**src/rtl/el2_dbg_trigger_csr.sv**
```systemverilog
// Debug-trigger CSR bank (tselect/tdata1/tdata2) for four mcontrol triggers with chained hit detection.
// Optional pair chaining enabled by `EL2_DBG_TRIGGER_CHAIN_EN; packet layout per trigger: {select,match,store,load,execute,m,tdata2[31:0]}.
module el2_dbg_trigger_csr (
  input  logic             clk,
  input  logic             rst,
  input  logic             dbg_mode,
  input  logic             csr_wr_en,
  input  logic             csr_rd_en,
  input  logic [11:0]      csr_addr,
  input  logic [31:0]      csr_wrdata,
  output logic [31:0]      csr_rddata,
  output logic             csr_rd_valid,
  output logic [3:0][37:0] trigger_pkt_any,
  input  logic [3:0]       lsu_trigger_match_m,
  input  logic [3:0]       ifu_trigger_match,
  input  logic             trigger_commit,
  output logic [3:0]       trigger_fire_r,
  output logic             trigger_halt_req_r,
  output logic             trigger_brkpt_r
);

  logic [1:0]       tselect_q, tselect_d;
  logic [3:0]       dmode_q, dmode_d, hit_q, hit_d, select_q, select_d;
  logic [3:0]       action_q, action_d, chain_q, chain_d, match_q, match_d;
  logic [3:0]       m_q, m_d, execute_q, execute_d, store_q, store_d, load_q, load_d;
  logic [3:0][31:0] tdata2_q, tdata2_d;
  logic [31:0]      csr_rddata_q, csr_rddata_d;
  logic             csr_rd_valid_q, csr_rd_valid_d;
  logic [3:0]       trigger_fire_q, trigger_fire_d;
  logic             halt_q, halt_d, brkpt_q, brkpt_d;

  logic [3:0]       raw, fire;
  logic [3:0][31:0] tdata1_rd;
  logic             wr_allowed, wr_tdata1, wr_tdata2;

  always_comb begin
    raw = (lsu_trigger_match_m | ifu_trigger_match) & {4{trigger_commit}};
`ifdef EL2_DBG_TRIGGER_CHAIN_EN
    // A chained pair fires together only when both members match in the same commit.
    fire[1:0] = chain_q[0] ? {2{raw[0] & raw[1]}} : raw[1:0];
    fire[3:2] = chain_q[2] ? {2{raw[2] & raw[3]}} : raw[3:2];
`else
    fire = raw;
`endif
  end

  always_comb begin
    for (int unsigned i = 0; i < 4; i++) begin
      tdata1_rd[i] = {4'h2, dmode_q[i], 6'd31, hit_q[i], select_q[i], 1'b0, 5'b0,
                      action_q[i], chain_q[i], 3'b0, match_q[i], m_q[i], 3'b0,
                      execute_q[i], store_q[i], load_q[i]};
      trigger_pkt_any[i] = {select_q[i], match_q[i],
                            store_q[i] & m_q[i] & ~dbg_mode,
                            load_q[i] & m_q[i] & ~dbg_mode,
                            execute_q[i] & m_q[i] & ~dbg_mode,
                            m_q[i], tdata2_q[i]};
    end
  end

  always_comb begin
    tselect_d = tselect_q;
    dmode_d   = dmode_q;
    hit_d     = hit_q | fire;
    select_d  = select_q;
    action_d  = action_q;
    chain_d   = chain_q;
    match_d   = match_q;
    m_d       = m_q;
    execute_d = execute_q;
    store_d   = store_q;
    load_d    = load_q;
    tdata2_d  = tdata2_q;

    wr_allowed = ~(dmode_q[tselect_q] & ~dbg_mode);
    wr_tdata1  = csr_wr_en & (csr_addr == 12'h7A1) & wr_allowed;
    wr_tdata2  = csr_wr_en & (csr_addr == 12'h7A2) & wr_allowed;

    if (csr_wr_en && (csr_addr == 12'h7A0) && (csr_wrdata <= 32'd3))
      tselect_d = csr_wrdata[1:0];

    // The CSR write overrides a same-cycle hit on the selected trigger.
    if (wr_tdata1) begin
      dmode_d[tselect_q]   = csr_wrdata[27] & dbg_mode;
      hit_d[tselect_q]     = csr_wrdata[20];
      select_d[tselect_q]  = csr_wrdata[19];
      action_d[tselect_q]  = csr_wrdata[12];
      match_d[tselect_q]   = csr_wrdata[7];
      m_d[tselect_q]       = csr_wrdata[6];
      execute_d[tselect_q] = csr_wrdata[2];
      store_d[tselect_q]   = csr_wrdata[1];
      load_d[tselect_q]    = csr_wrdata[0];
`ifdef EL2_DBG_TRIGGER_CHAIN_EN
      if (!tselect_q[0])
        chain_d[tselect_q] = csr_wrdata[11];
`endif
    end
    if (wr_tdata2)
      tdata2_d[tselect_q] = csr_wrdata;

    csr_rd_valid_d = csr_rd_en;
    csr_rddata_d   = '0;
    if (csr_rd_en) begin
      case (csr_addr)
        12'h7A0: csr_rddata_d = {30'b0, tselect_q};
        12'h7A1: csr_rddata_d = tdata1_rd[tselect_q];
        12'h7A2: csr_rddata_d = tdata2_q[tselect_q];
        default: csr_rddata_d = '0;
      endcase
    end

    trigger_fire_d = fire;
    halt_d         = |(fire & action_q);
    brkpt_d        = |(fire & ~action_q);
  end

  always_ff @(posedge clk) begin
    if (rst) begin
      tselect_q      <= '0;
      dmode_q        <= '0;
      hit_q          <= '0;
      select_q       <= '0;
      action_q       <= '0;
      chain_q        <= '0;
      match_q        <= '0;
      m_q            <= '0;
      execute_q      <= '0;
      store_q        <= '0;
      load_q         <= '0;
      tdata2_q       <= '0;
      csr_rddata_q   <= '0;
      csr_rd_valid_q <= 1'b0;
      trigger_fire_q <= '0;
      halt_q         <= 1'b0;
      brkpt_q        <= 1'b0;
    end else begin
      tselect_q      <= tselect_d;
      dmode_q        <= dmode_d;
      hit_q          <= hit_d;
      select_q       <= select_d;
      action_q       <= action_d;
      chain_q        <= chain_d;
      match_q        <= match_d;
      m_q            <= m_d;
      execute_q      <= execute_d;
      store_q        <= store_d;
      load_q         <= load_d;
      tdata2_q       <= tdata2_d;
      csr_rddata_q   <= csr_rddata_d;
      csr_rd_valid_q <= csr_rd_valid_d;
      trigger_fire_q <= trigger_fire_d;
      halt_q         <= halt_d;
      brkpt_q        <= brkpt_d;
    end
  end

  assign csr_rddata         = csr_rddata_q;
  assign csr_rd_valid       = csr_rd_valid_q;
  assign trigger_fire_r     = trigger_fire_q;
  assign trigger_halt_req_r = halt_q;
  assign trigger_brkpt_r    = brkpt_q;

endmodule

```
**config.mk**
```make
export PLATFORM = sky130hd
export DESIGN_NAME = el2_dbg_trigger_csr
export DESIGN_NICKNAME = d
export VERILOG_FILES = /design/src/rtl/el2_dbg_trigger_csr.sv
export SDC_FILE = /design/constraint.sdc
export NUM_CORES = 1
export LEC_CHECK = 0
export CAP_MARGIN = 0
export CORE_ASPECT_RATIO = 0.75
export CORE_MARGIN = 2
export CORE_UTILIZATION = 50
export CTS_CLUSTER_DIAMETER = 120
export CTS_CLUSTER_SIZE = 28
export DETAILED_ROUTE_END_ITERATION = 10
export GPL_TIMING_DRIVEN = 0
export PLACE_DENSITY = 0.83
export REMOVE_ABC_BUFFERS = 1
export SLEW_MARGIN = 20
export SYNTH_ARGS = -nofsm -noshare
export SYNTH_HDL_FRONTEND = slang
export SYNTH_SLANG_ARGS = --single-unit
```
**constraint.sdc**
```tcl
create_clock -name clk -period 3.4 [get_ports clk]
set_clock_uncertainty 0.05 [all_clocks]
set_input_delay 1.02 -clock clk [delete_from_list [all_inputs] [get_ports clk]]
set_output_delay 1.02 -clock clk [all_outputs]
set_load 0.01 [all_outputs]
```
# [Yosys cells after proc, flatten, opt, wreduce, memory -nomap -nowiden]
# Index checks and enable logic that the tools add are counted.
[classes] add_sub_neg=0 multipliers=0 div=0 n_lt_le_gt_ge=3 eq_ne=3 shift=0 n_mux=22 n_bitwise=39 n_reduce_logical=6
[op_table] operator="$bmux W32 S2" n=2
[op_table] operator="$bwmux W128" n=1
[op_table] operator="$mux W32" n=3
[op_table] operator="$pmux W32 S3" n=1
[op_table] operator="$demux W32 S2" n=1
[op_table] operator="$bwmux W4" n=9
[op_table] operator="$eq A12 B11 Y1 const B" n=3
[op_table] operator="$le A32 B2 Y1 const B" n=1
[op_table] operator="$and A1 B1 Y1" n=30
[op_table] operator="$and A4 B4 Y4" n=3
[op_table] operator="$or A4 B4 Y4" n=2
[op_table] operator="$reduce_or A4 Y1" n=2
[op_table] operator="$mux W4" n=1
[op_table] operator="$not A4 Y4" n=1
[op_table] operator="$logic_and A1 B1 Y1" n=3
[op_table] operator="$lt A2 B3 Y1 const B" n=1
[op_table] operator="$not A1 Y1" n=3
[op_table] operator="$bmux W1 S2" n=1
[op_table] operator="$demux W1 S2" n=1
[op_table] operator="$ge A2 B1 Y1 const B" n=1
[op_table] operator="$mux W1" n=2
[op_table] operator="$reduce_or A2 Y1" n=1
[totals] regBits=205 latch_bits=0 ram_bits=0 rom_bits=0 input_bits=58 out_inout_bits=191 wordCells=92 memories=0

# [Depth between registers and ports, before layout]
[depth] depth_word=6 ltp_mapped=7 depth_no_buf=4

# [Worst setup path after synthesis]
# No wires, ideal clock.
[synth_timing] kind="input-to-reg" startpoint="input port csr_addr[3]" endpoint="register tselect_q[0]" setup_time_ps=130 arrival_ps=2509 required_ps=3220 path_slack_ps=710 cell_stages=4 n_path_buf=0 cell_sequence="or4b_4 or4_4 or3_4 mux2i_1"
[synth_between] elab_chain_cells=3
[synth_lines] item="from (decl)" line="9" text="input logic [11:0] csr_addr,"
[synth_lines] item="$eq A12 B11 Y1" line="78" text="if (csr_wr_en && (csr_addr == 12'h7A0) && (csr_wrdata <= 32'd3))"
[synth_lines] item="$logic_and A1 B1 Y1 (2 in a row)" line="78"
[synth_lines] item="to (signal assigned)" line="136" text="tselect_q <= tselect_d;"
[synth_lines] item="to (decl)" line="22" text="logic [1:0] tselect_q, tselect_d;"
# No other way between the ends.
# A chain may end at the register's enable or synchronous reset.

# [Final worst setup path]
[layout_timing] startpoint="input port csr_addr[3]" endpoint="register csr_rddata_q[12] (netlist: csr_rddata[12])"
[layout_between] elab_chain_cells=2 word_cells_on_any_way=4 classes_between="eq/ne: 3; mux: 1"
[layout_lines] item="$eq A12 B11 Y1" line="103" text="case (csr_addr)"
[layout_lines] item="$pmux W32 S3 (*)" line="103"
[layout_lines] item="to (signal assigned)" line="148" text="csr_rddata_q <= csr_rddata_d;"
[layout_lines] item="to (decl)" line="27" text="logic [31:0] csr_rddata_q, csr_rddata_d;"
# Every way passes the cells marked *; elsewhere a longest branch is shown, timed or not.

==> impl_results.md <==
* Core Box Area at 17700 µm²
* PortBufs at 248
* Worst-Skew Late Latency at 0.47 ns
* DRT antenna net count at 0
* CTS tree: done
* Filler Cells Inserted at 1380
* R2R Path End: trigger_pkt_any[101]
* Worst path arrival time at 3.60 ns
* Syn_area_per_cell at 11.2 µm²
* Starting DRT DRC Count at 322
* Clock sinks at 205
* FF-to-FF path depth at 4
* Initial antenna violation count at 1
* GRT overflow at 0
* RSZ-0062 raised after global routing: no
* Pwr Density at 336 nW/µm²
* Crit-path max cell delay at 0.68 ns
* Tot GR Track Use at 25.4%
* # DRC at 0
* Layout cells sized above 1 at 8.41%
* Hold Path Cell Cnt at 2
* Crit start category: input port
* Hold Crit Class: flop to flop
* CTS root buffer: clkbuf_16
* Final setup fails at 0
* Worst slew pin tran at 0.924 ns
* TritonRoute pass-1 iters at 4
* CP max stage cell: nor4b_2
* Nets at 1069
* Largest net degree at the start of global routing at 116
* Top post-synthesis cells by count: 205 x dfxtp_1, 193 x nand2b_1, 168 x mux2i_1
* Critical path type: input port to flop
* Die footprint at 19100 µm²
* Vias in the first global route at 6922
* Max-slew violation count at 0
* Top Family by Delay on Critical Path: simple AND/OR/NAND/NOR gates
* CTS buffer count at 11
* Number of synthesized register bits at 205
* Leakage power at 5.01 nW
* Max clock buf depth at 3
* Post-synth EDFFs at 0
* Setup Slack @ Placement at -0.451 ns
* Setup bufs post-CTS at 0
* Per-cell routed wire length at 20.1 µm
* Max Fclk at 306 MHz
* Hold Fails Final Rpt at 0
* Finished Core Util at 68.0%
* Routed WL at 25100 µm
* Reg2Reg Launch Point: tselect_q[1]
* Critical Path RT at 3.73 ns
* Reg area at 4110 µm²
* Hold path endpoint: trigger_pkt_any[131]
* Hold Crit Start: trigger_pkt_any[131]
* # diodes at 0
* Maximum capacitance violations at 0
* CP Max Fanout at 6
* Chip height at 120 µm
* YS warnings at 0
* Clk slew on worst S/H paths at 0.10 ns
* Critical Path, Cell by Cell: clkdlybuf4s50_1, or4b_4, nor4b_2, buf_4, buf_2, buf_2, a22oi_1, nor2_1
* Footprint of the multi-input gates at 4690 µm²
* Tmin final at 3.26 ns
* Quantity of gates resized following cts at 5
* CP most frequent cell: buf_2
* Share of the synthesized area in the top cell type at 45.5%
* Cell area after synthesis at 9020 µm²
* FP Rows at 42
* First-pass GRT wire length at 38500 µm
* Internal reg-to-reg setup slack at 0.87 ns
* Relative slew slack at 38.2%
* Cells after Synth at 805
* Via count at 6921
* Hold-fix buffers, CTS at 0
* Setup TNS at 0 ns
* Synth Flop Type: dfxtp_1
* FFs w/ async S/R, synth at 0%
* Worst Path Buf+Inv at 4
* Sequential area share after synthesis at 45.5%
* Initial Utilization at 51.1%
* Ranking of synthesized cells by area: dfxtp_1 45%, mux2i_1 19%, nand2b_1 13%, mux4_2 10%, clkbuf_1 1.5%
* Crit. End Element: flop
* Final worst slack at 0.136 ns
* Via density at 5.52
* HPWL after DPL at 16900 µm
* Placement Cell Area at 11700 µm²
* Die Width at 159 µm
* Most frequent cell after synthesis: dfxtp_1
* Final worst-path cycle share at 96.0%
* Number of H-tree levels at 1
* WHS at 0.446 ns
* Post-route cell area at 12000 µm²
* P&R area growth vs syn at 33.2%
* GP Congestion at 0.758
* Area leader, netlist: dfxtp_1
* Library cells used by synthesis at 42
* Max VDD drop at 287 µV
* Top-Level Pins at 249
* Outcome: finished clean
layout by cell type (no fill, tap or decap), drive strengths merged, types with 2 or more instances in the layout:
cell           synthesis  routed
clkbuf                35      13
clkdlybuf4s50          0     246
dfxtp                205     205
and3                  17      17
nand3                  6       6
buf                   27       9
nand4                  2       2
o21ai                  4       4
o21a                   4       4
o22ai                  2       2
a22oi                  9       9
or3                    2       2
inv                    1       2
nor2                  19      19
nor4                   8       8
mux2i                168     168
nand2b               193     193
nand3b                 2       2
and2                  13      13
nor4b                  3       3
mux4                  40      40
or2b                   3       3
o21bai                 4       4
nor2b                  8       8
a21oi                 12      12
nand2                  8       8
routing by layer:
metal,wire (µm),GRT usage (%),share of wire (%)
met2,11600,42.1,46
met5,0,0,0
met4,429,4.66,1.7
met3,1820,5.76,7.3
met1,11300,34.6,45
metrics by stage:
step	power, W	std cells
floorplan	0.00255	742
global placement	0.00270	1232
detailed placement	0.00269	1240
CTS	0.00406	1253
global route	0.00417	1253
finish	0.00404	1253
layout make-up:
type	instances	area share (%)
Clock buffer	12	2.32
Clock inverter	1	0.167
Inverter	1	0.0312
Multi-Input combinational cell	536	39.0
Sequential cell	205	34.2
Tap cell	242	2.52
Timing Repair Buffer	256	21.7
worst max path at each step:
stage	from	end	slack, ns	cells past startpoint
after floorplan	csr_addr[3]	action_q[2]	-0.56	4
after global placement	rst	csr_rddata[24]	-5.64	4
after detailed placement	csr_addr[1]	trigger_pkt_any[128]	-0.45	7
after CTS	csr_addr[1]	trigger_pkt_any[128]	0.03	7
after global routing	csr_addr[3]	trigger_pkt_any[16]	0.07	5
final	csr_addr[3]	csr_rddata[12]	0.14	8
state kept, by name, indices dropped and copies added, names as in the netlist:
register and flops:
store_q 4, match_q 4, trigger_brkpt_r 1, action_q 4
load_q 4, csr_rddata 32, m_q 4, dmode_q 4
csr_rd_valid 1, hit_q 4, tselect_q 2, select_q 4
trigger_pkt_any 128, execute_q 4, trigger_fire_r 4, trigger_halt_req_r 1
cells by family (layout without fill, tap and decap cells):
logic type | count (synthesis) | in the layout | synth area share, %
DFF | 205 | 205 | 45.5
and+or+nand+nor | 289 | 289 | 20.0
AOI/OAI and AO/OA | 38 | 38 | 2.73
muxes | 209 | 209 | 28.8
buffers and inverters | 64 | 270 | 3.01
report_power, final:
part	internal (W)	switching (W)	leakage, nW
clock network	0.000608	0.000794	0.147
registers	0.00241	0.00000269	1.65
logic	0.000125	0.000106	3.21
worst register-to-register path: stages, from the launching register on:
cell      delay, ns
dfxtp_4        0.87
nand2_1        0.12
a211oi_1       0.54
nand2_4        0.53
mux2i_1        0.33
Note: power is estimated with default switching activity, not from simulation.
